**src/rtl/erm16_mem_arbiter_if.sv**
```systemverilog
// Bus bundle between the CPU/DMA requesters, the arbiter and the ERM16 memory port.
// The slave modport is the arbiter's view; master is the requester/memory side.
interface erm16_mem_arbiter_if #(
  parameter int DW = 16,
  parameter int AW = 16
);
  logic          cpu_req;
  logic          cpu_we;
  logic [AW-1:0] cpu_addr;
  logic [DW-1:0] cpu_wdata;
  logic          cpu_done;
  logic          dma_req;
  logic          dma_we;
  logic [AW-1:0] dma_addr;
  logic [DW-1:0] dma_wdata;
  logic          dma_done;
  logic [DW-1:0] rdata;
  logic          err;
  logic          owner;
  logic          mem_en;
  logic          mem_we;
  logic [AW-1:0] mem_addr;
  logic [DW-1:0] mem_wdata;
  logic [DW-1:0] mem_rdata;
  logic          mem_ready;

  modport slave (
    input  cpu_req, cpu_we, cpu_addr, cpu_wdata,
    input  dma_req, dma_we, dma_addr, dma_wdata,
    input  mem_rdata, mem_ready,
    output cpu_done, dma_done, rdata, err, owner,
    output mem_en, mem_we, mem_addr, mem_wdata
  );

  modport master (
    output cpu_req, cpu_we, cpu_addr, cpu_wdata,
    output dma_req, dma_we, dma_addr, dma_wdata,
    output mem_rdata, mem_ready,
    input  cpu_done, dma_done, rdata, err, owner,
    input  mem_en, mem_we, mem_addr, mem_wdata
  );
endinterface

```
**src/rtl/erm16_mem_arbiter.sv**
```systemverilog
// Round-robin CPU/DMA arbiter for the single ERM16 memory port, with bounded DMA
// bursts and a wait-state timeout that aborts a stuck access.
//
// state    | meaning
// S_IDLE   | no transfer; arbitrate and latch the winner onto mem_*
// S_ACCESS | mem_en high, waiting for mem_ready or timeout
// S_RESP   | one-cycle done pulse (with err) to the owner
module erm16_mem_arbiter #(
  parameter int DW        = 16,
  parameter int AW        = 16,
  parameter int DMA_BURST = 4,
  parameter int TIMEOUT   = 15
) (
  input logic               clk,
  input logic               rst,
  erm16_mem_arbiter_if.slave bus
);

  localparam logic [1:0] S_IDLE   = 2'd0;
  localparam logic [1:0] S_ACCESS = 2'd1;
  localparam logic [1:0] S_RESP   = 2'd2;

  localparam int BW = $clog2(DMA_BURST + 1);
  localparam int WW = $clog2(TIMEOUT + 1);
  localparam logic [BW-1:0] BURST_MAX = BW'(DMA_BURST);
  localparam logic [WW-1:0] WAIT_LAST = WW'(TIMEOUT - 1);

  logic [1:0]    state;
  logic          last_owner;
  logic [BW-1:0] burst_cnt;
  logic [WW-1:0] wait_cnt;
  logic          pick_dma;

  // Contested: alternate, but let DMA keep the port for up to DMA_BURST grants.
  always_comb begin
    pick_dma = bus.dma_req;
    if (bus.cpu_req && bus.dma_req)
      pick_dma = !last_owner || (burst_cnt < BURST_MAX);
  end

  always_ff @(posedge clk or posedge rst) begin
    if (rst) begin
      state         <= S_IDLE;
      last_owner    <= 1'b1;
      burst_cnt     <= BURST_MAX;
      wait_cnt      <= '0;
      bus.cpu_done  <= 1'b0;
      bus.dma_done  <= 1'b0;
      bus.rdata     <= '0;
      bus.err       <= 1'b0;
      bus.owner     <= 1'b0;
      bus.mem_en    <= 1'b0;
      bus.mem_we    <= 1'b0;
      bus.mem_addr  <= '0;
      bus.mem_wdata <= '0;
    end else begin
      case (state)
        S_IDLE: begin
          if (bus.cpu_req || bus.dma_req) begin
            state      <= S_ACCESS;
            bus.mem_en <= 1'b1;
            bus.owner  <= pick_dma;
            last_owner <= pick_dma;
            if (pick_dma) begin
              bus.mem_we    <= bus.dma_we;
              bus.mem_addr  <= bus.dma_addr;
              bus.mem_wdata <= bus.dma_wdata;
              burst_cnt     <= (burst_cnt == BURST_MAX) ? BURST_MAX : burst_cnt + BW'(1);
            end else begin
              bus.mem_we    <= bus.cpu_we;
              bus.mem_addr  <= bus.cpu_addr;
              bus.mem_wdata <= bus.cpu_wdata;
              burst_cnt     <= '0;
            end
          end
        end
        S_ACCESS: begin
          if (bus.mem_ready || wait_cnt == WAIT_LAST) begin
            // Completion takes priority over a coincident timeout.
            if (bus.mem_ready && !bus.mem_we)
              bus.rdata <= bus.mem_rdata;
            bus.err      <= !bus.mem_ready;
            bus.mem_en   <= 1'b0;
            bus.mem_we   <= 1'b0;
            bus.cpu_done <= !bus.owner;
            bus.dma_done <= bus.owner;
            state        <= S_RESP;
          end else begin
            wait_cnt <= wait_cnt + WW'(1);
          end
        end
        S_RESP: begin
          bus.cpu_done <= 1'b0;
          bus.dma_done <= 1'b0;
          bus.err      <= 1'b0;
          wait_cnt     <= '0;
          state        <= S_IDLE;
        end
        default: state <= S_IDLE;
      endcase
    end
  end

endmodule

```
**src/flat_wrapper.sv**
```systemverilog
// flat-port wrapper written by rule: the top's interface ports become plain ports
module erm16_mem_arbiter_flat 
#(
  parameter int DW        = 16,
  parameter int AW        = 16,
  parameter int DMA_BURST = 4,
  parameter int TIMEOUT   = 15
)
  (clk, rst, bus_cpu_req, bus_cpu_we, bus_cpu_addr, bus_cpu_wdata, bus_dma_req, bus_dma_we, bus_dma_addr, bus_dma_wdata, bus_mem_rdata, bus_mem_ready, bus_cpu_done, bus_dma_done, bus_rdata, bus_err, bus_owner, bus_mem_en, bus_mem_we, bus_mem_addr, bus_mem_wdata);
  erm16_mem_arbiter_if #(.DW(DW), .AW(AW)) bus_i ();
  input logic clk;
  input logic rst;
  input wire logic [$bits(bus_i.cpu_req)-1:0] bus_cpu_req;
  input wire logic [$bits(bus_i.cpu_we)-1:0] bus_cpu_we;
  input wire logic [$bits(bus_i.cpu_addr)-1:0] bus_cpu_addr;
  input wire logic [$bits(bus_i.cpu_wdata)-1:0] bus_cpu_wdata;
  input wire logic [$bits(bus_i.dma_req)-1:0] bus_dma_req;
  input wire logic [$bits(bus_i.dma_we)-1:0] bus_dma_we;
  input wire logic [$bits(bus_i.dma_addr)-1:0] bus_dma_addr;
  input wire logic [$bits(bus_i.dma_wdata)-1:0] bus_dma_wdata;
  input wire logic [$bits(bus_i.mem_rdata)-1:0] bus_mem_rdata;
  input wire logic [$bits(bus_i.mem_ready)-1:0] bus_mem_ready;
  output wire logic [$bits(bus_i.cpu_done)-1:0] bus_cpu_done;
  output wire logic [$bits(bus_i.dma_done)-1:0] bus_dma_done;
  output wire logic [$bits(bus_i.rdata)-1:0] bus_rdata;
  output wire logic [$bits(bus_i.err)-1:0] bus_err;
  output wire logic [$bits(bus_i.owner)-1:0] bus_owner;
  output wire logic [$bits(bus_i.mem_en)-1:0] bus_mem_en;
  output wire logic [$bits(bus_i.mem_we)-1:0] bus_mem_we;
  output wire logic [$bits(bus_i.mem_addr)-1:0] bus_mem_addr;
  output wire logic [$bits(bus_i.mem_wdata)-1:0] bus_mem_wdata;
  assign bus_i.cpu_req = bus_cpu_req;
  assign bus_i.cpu_we = bus_cpu_we;
  assign bus_i.cpu_addr = bus_cpu_addr;
  assign bus_i.cpu_wdata = bus_cpu_wdata;
  assign bus_i.dma_req = bus_dma_req;
  assign bus_i.dma_we = bus_dma_we;
  assign bus_i.dma_addr = bus_dma_addr;
  assign bus_i.dma_wdata = bus_dma_wdata;
  assign bus_i.mem_rdata = bus_mem_rdata;
  assign bus_i.mem_ready = bus_mem_ready;
  assign bus_cpu_done = bus_i.cpu_done;
  assign bus_dma_done = bus_i.dma_done;
  assign bus_rdata = bus_i.rdata;
  assign bus_err = bus_i.err;
  assign bus_owner = bus_i.owner;
  assign bus_mem_en = bus_i.mem_en;
  assign bus_mem_we = bus_i.mem_we;
  assign bus_mem_addr = bus_i.mem_addr;
  assign bus_mem_wdata = bus_i.mem_wdata;
  erm16_mem_arbiter #(.DW(DW), .AW(AW), .DMA_BURST(DMA_BURST), .TIMEOUT(TIMEOUT)) u_core (.clk(clk), .rst(rst), .bus(bus_i));
endmodule
```
**config.mk**
```make
export PLATFORM = sky130hd
export DESIGN_NAME = erm16_mem_arbiter_flat
export DESIGN_NICKNAME = d
export VERILOG_FILES = /design/src/rtl/erm16_mem_arbiter_if.sv /design/src/rtl/erm16_mem_arbiter.sv /design/src/flat_wrapper.sv
export SDC_FILE = /design/constraint.sdc
export NUM_CORES = 1
export LEC_CHECK = 0
export CORE_MARGIN = 5
export CORE_UTILIZATION = 45
export CTS_CLUSTER_DIAMETER = 60
export DETAILED_ROUTE_END_ITERATION = 7
export PLACE_DENSITY = 0.84
export SYNTH_ARGS = -nofsm -noshare
export SYNTH_HDL_FRONTEND = slang
export SYNTH_SLANG_ARGS = --single-unit
```
**constraint.sdc**
```tcl
create_clock -name clk -period 4.4 [get_ports clk]
set_input_delay 0.66 -clock clk [delete_from_list [all_inputs] [get_ports clk]]
set_output_delay 0.66 -clock clk [all_outputs]
set_load 0.01 [all_outputs]
```
==> results.ini, run 1 <==
[run_status]
status=complete, no violations

[finish]
diodes=0
fillers=521
final_common_cell=clkdlybuf4s50_1
final_nets=518
layout_common_cells=clkdlybuf4s50_1, dfrtp_1, o21ai_0
final-seq-area_sq_um=1604
multi_input_area_sq_um=1370
syn_to_final_growth_pct=51.62
drive_gt1_share_pct=9.259

[pwr]
peakVddDrop_uv=319.8
seqPwrFrac_pct=36.0
switchingPower_uw=1027
leakage_uw=0.001913
combPwrFrac_pct=47.7
p_int_uw=1869
swShare_pct=35.46
clkPwrFrac_pct=16.3
finalPower_uw=2896
cellPowerDensity_nw_per_um2=611.4

[clocking]
post_cts_resized=0
clk-insertion-delay-late_ps=320
cts_sinks=64
cts.clk_slew.worst_paths_ps=70
cts_tree=done
holdBufCountCts=0
cts_buffers=9
clockBufferDepth=2
cts_setup_buffers=0
cts-root-buf=clkbuf_8
h-tree-depth=3

[route]
drc=0
drtAntennaViolNets=0
vias=3016
wl_met1_mm=3.676
wl_met2_mm=4.253
via_per_inst=5.712
wl_per_cell_um=16.84
dr.first_iter.drc_count=201
first_pass_iters=5
wl_mm=8.891
top_layer=met4
met3_length_um=872

[critical_path]
crit_fanout=36
crit_path_end_kind=flop
worst_ep_required_time_ps=4630
critPathKind=input port to flop
cp-startpoint=bus_dma_req
arrival_ps=2890
r2r_start=u_core.state[1]$_DFFE_PP0P_
start_kind=input port

[sta]
min_period_over_period_pct=60.35
finalMaxSlewViolations=0
rsz0062_at_grt=no
max_slew_margin_pct=17.45
skew_ps=7.118
setup_viol=0
fmax_ghz=0.3766
finalCriticalPeriod_ps=2656
setup_tns_ps=0
finalHoldViolCount=0
tightest_slew_ps=1238

[worst_hold_path]
min_from=u_core.bus.owner$_DFFE_PP0P_
hold_path_class=flop to flop

[synthesis]
synth_compound_area_share_pct=16.42
synth-seq-cells=64
synthMuxAreaShare_pct=8.010
synth-simple-area-share_pct=17.50
synth_fa_ha_area_share_pct=1.602
syn-instance-count=304
yosysSeqAreaShare_pct=51.34
yosys_warnings=0
syn-mean-instance-area_sq_um=10.28
synth_nets=395
synth_top_family_by_area=simple AND/OR/NAND/NOR gates
synth_xor_area_share_pct=0
ys_types=27
syn_area_sq_um=3124

[grt]
grt_pass1_wl_mm=14.58
track_usage_pct=21.10
grt_max_degree=37
antenna_found_initial=0
overflow=0
grt_pass1_vias=2968

[die]
pin_count=141
dieHeight_um=93.33
die_width_um=93.33
die_area_sq_um=8710
start_util_pct=45.99
row_count=30
core_sq_um=6794

[placed_design]
dpl.hpwl_mm=6.296
io_buffers=140
gp_congestion=0.7957

[job]
drv_cap=0

-- worst max-delay path, cell delays in order --
cell,delay (ps)
clkdlybuf4s50_1,740
nor2_2,1060
nor2_1,190
o22ai_1,230
-- cells in the mapped netlist, drive strengths merged --
cell type / count / area (sq um)
ha: 4 / 50.05
nor3b: 3 / 33.78
buf: 6 / 36.28
a2bb2oi: 1 / 8.760
nand3: 38 / 190.2
o22ai: 1 / 6.260
clkbuf: 27 / 101.4
mux2: 16 / 180.2
dfstp: 2 / 52.55
nand2: 13 / 48.80
a31oi: 1 / 6.260
nand2b: 2 / 20.02
mux2i: 7 / 70.07
nand4: 34 / 212.7
and2: 1 / 6.260
or2: 1 / 6.260
dfrtp: 62 / 1551
o211ai: 1 / 7.510
nor2: 4 / 15.01
nand3b: 1 / 7.510
o2111ai: 33 / 289.0
o21ai: 39 / 195.2
and3: 1 / 6.260
inv: 6 / 22.52
-- state kept, by name, summed over array words and instances (netlist names) --
signal,flops
u_core.burst_cnt,3
u_core.bus.cpu_done,1
u_core.bus.dma_done,1
u_core.bus.err,1
u_core.bus.mem_addr,16
u_core.bus.mem_en,1
u_core.bus.mem_wdata,16
u_core.bus.mem_we,1
u_core.bus.owner,1
u_core.bus.rdata,16
u_core.last_owner,1
u_core.state,2
u_core.wait_cnt,4
-- power by group through the flow --
stage               logic (uW)  registers, uW  clock network, uW
CTS                       1390           1040                486
floorplan                  585           1140                  0
global placement          1360           1040                  0
global route              1510           1090                512
finish                    1380           1040                473
detailed placement        1390           1050                  0
-- kinds of logic after synthesis --
family                     Yosys count
muxes                               23
AOI/OAI and AO/OA                   76
buffers and inverters               39
adders and majority gates            4
and+or+nand+nor                     98
DFF                                 64
-- stage by stage --
stage	hold WS [ps]	instance area, sq um	std cells	setup slack [ps]	utilization [%]
after floorplan	462.9	3124	304	2145	-
final	493.3	4737	528	1744	69.72
after global routing	529.6	4737	528	1533	69.72
after detailed placement	494.9	4556	512	1424	67.05
after global placement	473.8	4556	512	1492	67.05
after CTS	505.4	4737	528	1779	69.72
-- layer usage --
layer | up-vias | GRT usage, %
li1 | 1427 | -
met1 | 1433 | 28.06
met2 | 148 | 33.11
met3 | 8 | 6.114
met4 | 0 | 6.960
met5 | - | 0
-- final cells by class --
class                           count  area share, %
Timing Repair Buffer              145          30.38
Clock buffer                       13          2.932
Tap cell                           96          2.536
Inverter                            6         0.4754
Multi-Input combinational cell    201          28.92
Sequential cell                    64          33.86
Clock inverter                      3         0.8980
-- worst paths after layout --
check | end | slack, ps | cells past startpoint
worst max-delay path | u_core.burst_cnt[0]$_DFFE_PP0P_ | 1740 | 4
worst min-delay path | u_core.bus.cpu_done$_DFFE_PP0P_ | 490 | 1
worst max register to register | u_core.burst_cnt[1]$_DFFE_PP0P_ | 2350 | 4
worst min register to register | u_core.bus.cpu_done$_DFFE_PP0P_ | 490 | 1
max in group asynchronous | u_core.burst_cnt[2]$_DFFE_PP1P_ | 2770 | 3
min in group asynchronous | u_core.bus.rdata[4]$_DFFE_PP0P_ | 740 | 2
Note: power is estimated with default switching activity, not from simulation.
==> run 2, diff against run 1 <==
--- a/config.mk
+++ b/config.mk
@@ -6,10 +6,10 @@
 export NUM_CORES = 1
 export LEC_CHECK = 0
 export CORE_MARGIN = 5
-export CORE_UTILIZATION = 45
+export CORE_UTILIZATION = 38
 export CTS_CLUSTER_DIAMETER = 60
 export DETAILED_ROUTE_END_ITERATION = 7
-export PLACE_DENSITY = 0.84
+export PLACE_DENSITY = 0.75
 export SYNTH_ARGS = -nofsm -noshare
 export SYNTH_HDL_FRONTEND = slang
 export SYNTH_SLANG_ARGS = --single-unit
==> constraint.sdc (replaced) <==
create_clock -name clk -period 2.25 [get_ports clk]
set_input_delay 0.3375 -clock clk [delete_from_list [all_inputs] [get_ports clk]]
set_output_delay 0.3375 -clock clk [all_outputs]
set_load 0.01 [all_outputs]
==> run 2 against run 1 <==
  * Sequential share of layout area down 0.56 points
  * Global-route usage down 2.2 points
  * Sequential power up 96%
  * Setup slack worse by 1500 ps
  * Total power up 97%
  * First-iteration DRC count down 23%
  * Worst hold slack worse by 150 ps
  * Critical endpoint is now u_core.bus.owner$_DFFE_PP0P_
==> results.ini, run 2 (synthesis gave the netlist of run 1 again) <==
[finish]
drive_gt1_share_pct=10.73  ; +1.5 points
fin_area_sq_um=4817  ; +1.7%
final_nets=524  ; +1.2%
final_common_cell=clkdlybuf4s50_1
syn_to_final_growth_pct=54.19
final_util_pct=59.52  ; -10 points
diodes=0  ; unchanged
final-seq-area_sq_um=1604  ; unchanged
reg.largest.list=u_core.bus.mem_addr x16, u_core.bus.mem_wdata x16, u_core.bus.rdata x16
multi_input_area_sq_um=1370  ; unchanged
layout_common_cells=clkdlybuf4s50_1, dfrtp_1, o21ai_0
fillers=692  ; +33%

[route]
wl_met2_mm=4.424  ; +4.0%
via_per_inst=5.687  ; -0.44%
drc=0  ; unchanged
top_layer=met4
dr.first_iter.drc_count=155  ; -23%
drtAntennaViolNets=0  ; unchanged
wl_met1_mm=3.857  ; +4.9%
wl_mm=9.442  ; +6.2%
vias=3088  ; +2.4%
first_pass_iters=5  ; unchanged
wl_per_cell_um=17.39  ; +3.3%
met3_length_um=943  ; +8.1%

[sta]
finalCriticalPeriod_ps=2009
rsz0062_at_grt=no
setup_viol=0  ; unchanged
finalHoldViolCount=0  ; unchanged
finalMaxSlewViolations=0  ; unchanged
max_slew_margin_pct=15.20  ; -2.3 points
setup_tns_ps=0  ; unchanged
post-route-worst-setup-slack_ps=241.1  ; -1503 ps
fmax_ghz=0.4978
fin_worst_hold_slack_ps=345.7  ; -147.6 ps
tightest_slew_ps=1271  ; +32.50 ps
skew_ps=9.937  ; +2.820 ps
min_period_over_period_pct=89.29

[pwr]
leakage_uw=0.001957  ; +2.3%
cellPowerDensity_nw_per_um2=1187  ; +94%
peakVddDrop_uv=526.6  ; +65%

[grt]
antenna_found_initial=0  ; unchanged
grt_max_degree=38  ; +2.7%
overflow=0  ; unchanged
grt_pass1_vias=3084  ; +3.9%
grt_pass1_wl_mm=15.45  ; +6.0%
track_usage_pct=18.90  ; -2.2 points

[job]
drv_cap=0  ; unchanged

[critical_path]
start_kind=input port
worst_ep_required_time_ps=2500  ; -2130 ps
critPathKind=input port to flop
crit_path_end_kind=flop
arrival_ps=2260  ; -630 ps
crit_fanout=36  ; unchanged

[clocking]
cts_tree=done
h-tree-depth=3  ; unchanged
clockBufferDepth=2  ; unchanged
clk-insertion-delay-late_ps=340  ; +20 ps
holdBufCountCts=0  ; unchanged
post_cts_resized=0  ; unchanged
cts_setup_buffers=0  ; unchanged
cts_sinks=64  ; unchanged
cts-root-buf=clkbuf_8
cts.clk_slew.worst_paths_ps=60  ; about the same
cts_buffers=9  ; unchanged

[die]
die_area_sq_um=10140  ; +16%
start_util_pct=38.61  ; -7.4 points
pin_count=141  ; unchanged
row_count=33  ; +10%
dieHeight_um=100.7  ; +7.9%
core_sq_um=8093  ; +19%
die_width_um=100.7  ; +7.9%

[placed_design]
io_buffers=140  ; unchanged
dpl.hpwl_mm=6.693  ; +6.3%
pre_cts_ws_ps=-94.87  ; -1519 ps
placed_cell_area_sq_um=4637  ; +1.8%
gp_congestion=0.8254  ; +3.7%

[run_status]
status=complete, no violations

[worst_hold_path]
hold_path_class=input port to asynchronous set/reset pin

==> run 2: cell types whose count changed in the layout (fill, tap and decap cells not counted) <==
cell,delta
buf_4,+4
buf_12,+2
clkinv_2,+2
clkbuf_1,-1
clkinvlp_4,-1
==> run 2: layout make-up <==
class / instances / share of cell area, %
tap: 105 / 2.727
clock buffer: 12 / 2.805
sequential: 64 / 33.30
multi-input combinational: 201 / 28.44
clock inverter: 4 / 0.9351
inverter: 6 / 0.4675
timing repair buffer: 151 / 31.32
==> run 2: worst max-delay path, cell delays in order <==
cell and delay, ps:
clkdlybuf4s50_1 450, nor2_2 990, nor2_1 230, o21ai_0 240
==> run 2: where the power goes <==
part / leakage, uW / internal [uW] / total [uW] / switching, uW
Sequential: 0.000780 / 1710 / 2040 / 331
Combinational: 0.00108 / 1460 / 2750 / 1290
Clock: 0.0000941 / 507 / 925 / 418
Total: 0.00196 / 3680 / 5720 / 2040
==> run 2: metrics by stage <==
stage / total power, uW / instances
finish: 5720 / 543
global placement: 4757 / 527
CTS: 5784 / 543
global route: 6118 / 543
detailed placement: 4843 / 527
floorplan: 3377 / 304
==> run 2: final timing paths <==
| path | from | endpoint | slack (ps) | cells after the start |
|---|---|---|---|---|
| worst max-delay path | bus_dma_req | u_core.bus.owner$_DFFE_PP0P_ | 240 | 4 |
| worst max register to register | u_core.state[0]$_DFFE_PP0P_ | u_core.bus.owner$_DFFE_PP0P_ | 330 | 3 |
| min in group clk | u_core.last_owner$_DFFE_PP1P_ | u_core.last_owner$_DFFE_PP1P_ | 490 | 2 |
| max in group asynchronous | rst | u_core.last_owner$_DFFE_PP1P_ | 1320 | 3 |
| worst min register to register | u_core.last_owner$_DFFE_PP1P_ | u_core.last_owner$_DFFE_PP1P_ | 490 | 2 |
| worst min-delay path | rst | u_core.bus.rdata[11]$_DFFE_PP0P_ | 350 | 2 |
==> run 2: per-layer routing <==
metal / vias up / track usage [%]
met4: 0 / 7.461
met1: 1472 / 26.07
met5: - / 0
li1: 1434 / -
met2: 159 / 27.95
met3: 23 / 5.467
==> run 3, diff against run 2 <==
--- a/config.mk
+++ b/config.mk
@@ -9,6 +9,8 @@
 export CORE_UTILIZATION = 38
 export CTS_CLUSTER_DIAMETER = 60
 export DETAILED_ROUTE_END_ITERATION = 7
+export HOLD_SLACK_MARGIN = 0.05
+export MAX_ROUTING_LAYER = met4
 export PLACE_DENSITY = 0.75
 export SYNTH_ARGS = -nofsm -noshare
 export SYNTH_HDL_FRONTEND = slang
==> run 3 against run 2 <==
  * Setup slack better by 29 ps
  * Global-route usage is 0.52 points higher
  * Register-to-register slack hardly changed
  * Worst hold slack better by 2.8 ps
  * Routed wire length is 0.17% higher
  * Non-clock buffer count stayed put
==> results.ini, run 3 (synthesis gave the netlist of run 1 again) <==
[sta]
finalCriticalPeriod_ps=1980  ; -29.23 ps
setup_viol=0  ; unchanged
rsz0062_at_grt=no
fmax_ghz=0.5051  ; +1.5%
setup_tns_ps=0  ; unchanged
max_slew_margin_pct=16.54  ; +1.3 points
tightest_slew_ps=1251  ; -20.19 ps
min_period_over_period_pct=87.99  ; -1.3 points
skew_ps=7.297  ; -2.640 ps
finalMaxSlewViolations=0  ; unchanged
finalHoldViolCount=0  ; unchanged

[critical_path]
critical-path-max-stage-delay_ps=970  ; -20 ps
worstSetupPathDepth=4  ; unchanged
rrSetupSlack_ps=340  ; about the same
path_buf_inv=1  ; unchanged
crit_fanout=36  ; unchanged
path_cells=clkdlybuf4s50_1 -> nor2_2 -> nor2_1 -> o21ai_0
path_delay_family=simple AND/OR/NAND/NOR gates
arrival_ps=2230  ; -30 ps
critPathKind=input port to flop
start_kind=input port
crit_path_end_kind=flop
reg2regPathDepth=3  ; unchanged
r2r_start=u_core.state[0]$_DFFE_PP0P_
crit_slowest_cell=nor2_2
worst_ep_required_time_ps=2500  ; about the same
r2r-end=u_core.bus.owner$_DFFE_PP0P_

[clocking]
post_cts_resized=0  ; unchanged
cts.clk_slew.worst_paths_ps=60  ; about the same
cts_sinks=64  ; unchanged
cts-root-buf=clkbuf_8
clk-insertion-delay-late_ps=340  ; about the same
cts_tree=done
clockBufferDepth=2  ; unchanged
holdBufCountCts=0  ; unchanged
cts_buffers=9  ; unchanged
cts_setup_buffers=0  ; unchanged
h-tree-depth=3  ; unchanged

[placed_design]
placed_cell_area_sq_um=4637  ; unchanged
gp_congestion=0.8379  ; +1.5%
dpl.hpwl_mm=6.693  ; unchanged
io_buffers=140  ; unchanged

[die]
core_sq_um=8093  ; unchanged
start_util_pct=38.61  ; unchanged
dieHeight_um=100.7  ; unchanged
pin_count=141  ; unchanged
die_area_sq_um=10140  ; unchanged
row_count=33  ; unchanged
die_width_um=100.7  ; unchanged

[finish]
fin_area_sq_um=4817  ; unchanged
final_nets=524  ; unchanged
diodes=0  ; unchanged
drive_gt1_share_pct=10.73  ; unchanged
layout_common_cells=clkdlybuf4s50_1, dfrtp_1, o21ai_0
reg.largest.list=u_core.bus.mem_addr x16, u_core.bus.mem_wdata x16, u_core.bus.rdata x16
fillers=692  ; unchanged
final_common_cell=clkdlybuf4s50_1
syn_to_final_growth_pct=54.19  ; unchanged

[route]
wl_per_cell_um=17.42  ; +0.17%
wl_mm=9.458  ; +0.17%
via_per_inst=5.709  ; +0.39%
dr.first_iter.drc_count=137  ; -12%
drc=0  ; unchanged
vias=3100  ; +0.39%
first_pass_iters=4  ; -1
drtAntennaViolNets=0  ; unchanged

[pwr]
swShare_pct=35.60  ; -0.066 points
peakVddDrop_uv=528.4  ; +0.33%
seqPwrFrac_pct=35.8  ; about the same
p_int_uw=3680  ; about the same
leakage_uw=0.001957  ; unchanged
switchingPower_uw=2034  ; -0.29%
clkPwrFrac_pct=16.1  ; about the same
combPwrFrac_pct=48.2  ; about the same
cellPowerDensity_nw_per_um2=1186  ; -0.10%

[grt]
grt_pass1_wl_mm=15.44  ; about the same
grt_max_degree=38  ; unchanged
track_usage_pct=19.42  ; +0.52 points
overflow=0  ; unchanged
antenna_found_initial=0  ; unchanged
grt_pass1_vias=3089  ; +0.16%

[run_status]
status=complete, no violations

[worst_hold_path]
hold_path_class=input port to asynchronous set/reset pin

[job]
drv_cap=0  ; unchanged

==> run 3: cell counts in the layout (fill, tap and decap cells not counted) <==
Identical to the previous run, type by type.
==> run 3: through the flow <==
stage	util (%)	total power, uW	worst slack, ps	std cells	hold slack (ps)
finish	59.52	5714	270.3	543	348.5
global route	59.52	6116	85.71	543	401.7
CTS	59.52	5784	254.9	543	358.9
detailed placement	57.30	4843	-94.87	527	474.8
global placement	57.30	4757	14.33	527	474.6
floorplan	-	3377	317.7	304	430.1
==> run 3: layer usage <==
metal,vias to the layer above,wire [um],GRT usage [%]
met5,-,0,-
met4,0,222,7.461
met3,20,780,4.360
met2,163,4338,28.05
met1,1487,4117,26.60
li1,1430,-,-
==> run 3: power by group through the flow <==
stage | logic, uW | registers (uW) | clock network [uW]
after floorplan | 1140 | 2230 | 0
after global placement | 2720 | 2040 | 0
after detailed placement | 2780 | 2060 | 0
after CTS | 2790 | 2050 | 946
after global routing | 3010 | 2120 | 990
final | 2750 | 2040 | 918
==> run 3: worst max path at each step <==
stage / slack (ps) / endpoint / startpoint
after floorplan: 320 / u_core.burst_cnt[0]$_DFFE_PP0P_ / rst
after global placement: 10 / u_core.bus.mem_we$_DFFE_PP0P_ / bus_dma_req
after detailed placement: -90 / u_core.bus.mem_we$_DFFE_PP0P_ / bus_dma_req
after CTS: 250 / u_core.bus.mem_we$_DFFE_PP0P_ / bus_dma_req
after global routing: 90 / u_core.bus.owner$_DFFE_PP0P_ / bus_dma_req
final: 270 / u_core.bus.owner$_DFFE_PP0P_ / bus_dma_req
==> run 3: area by class of cell <==
class	instances	area [sq um]	area share, %
clock buffer	12	135.1	2.805
clock inverter	4	45.04	0.9351
inverter	6	22.52	0.4675
multi-input combinational	201	1370	28.44
sequential	64	1604	33.30
tap	105	131.4	2.727
timing repair buffer	151	1509	31.32
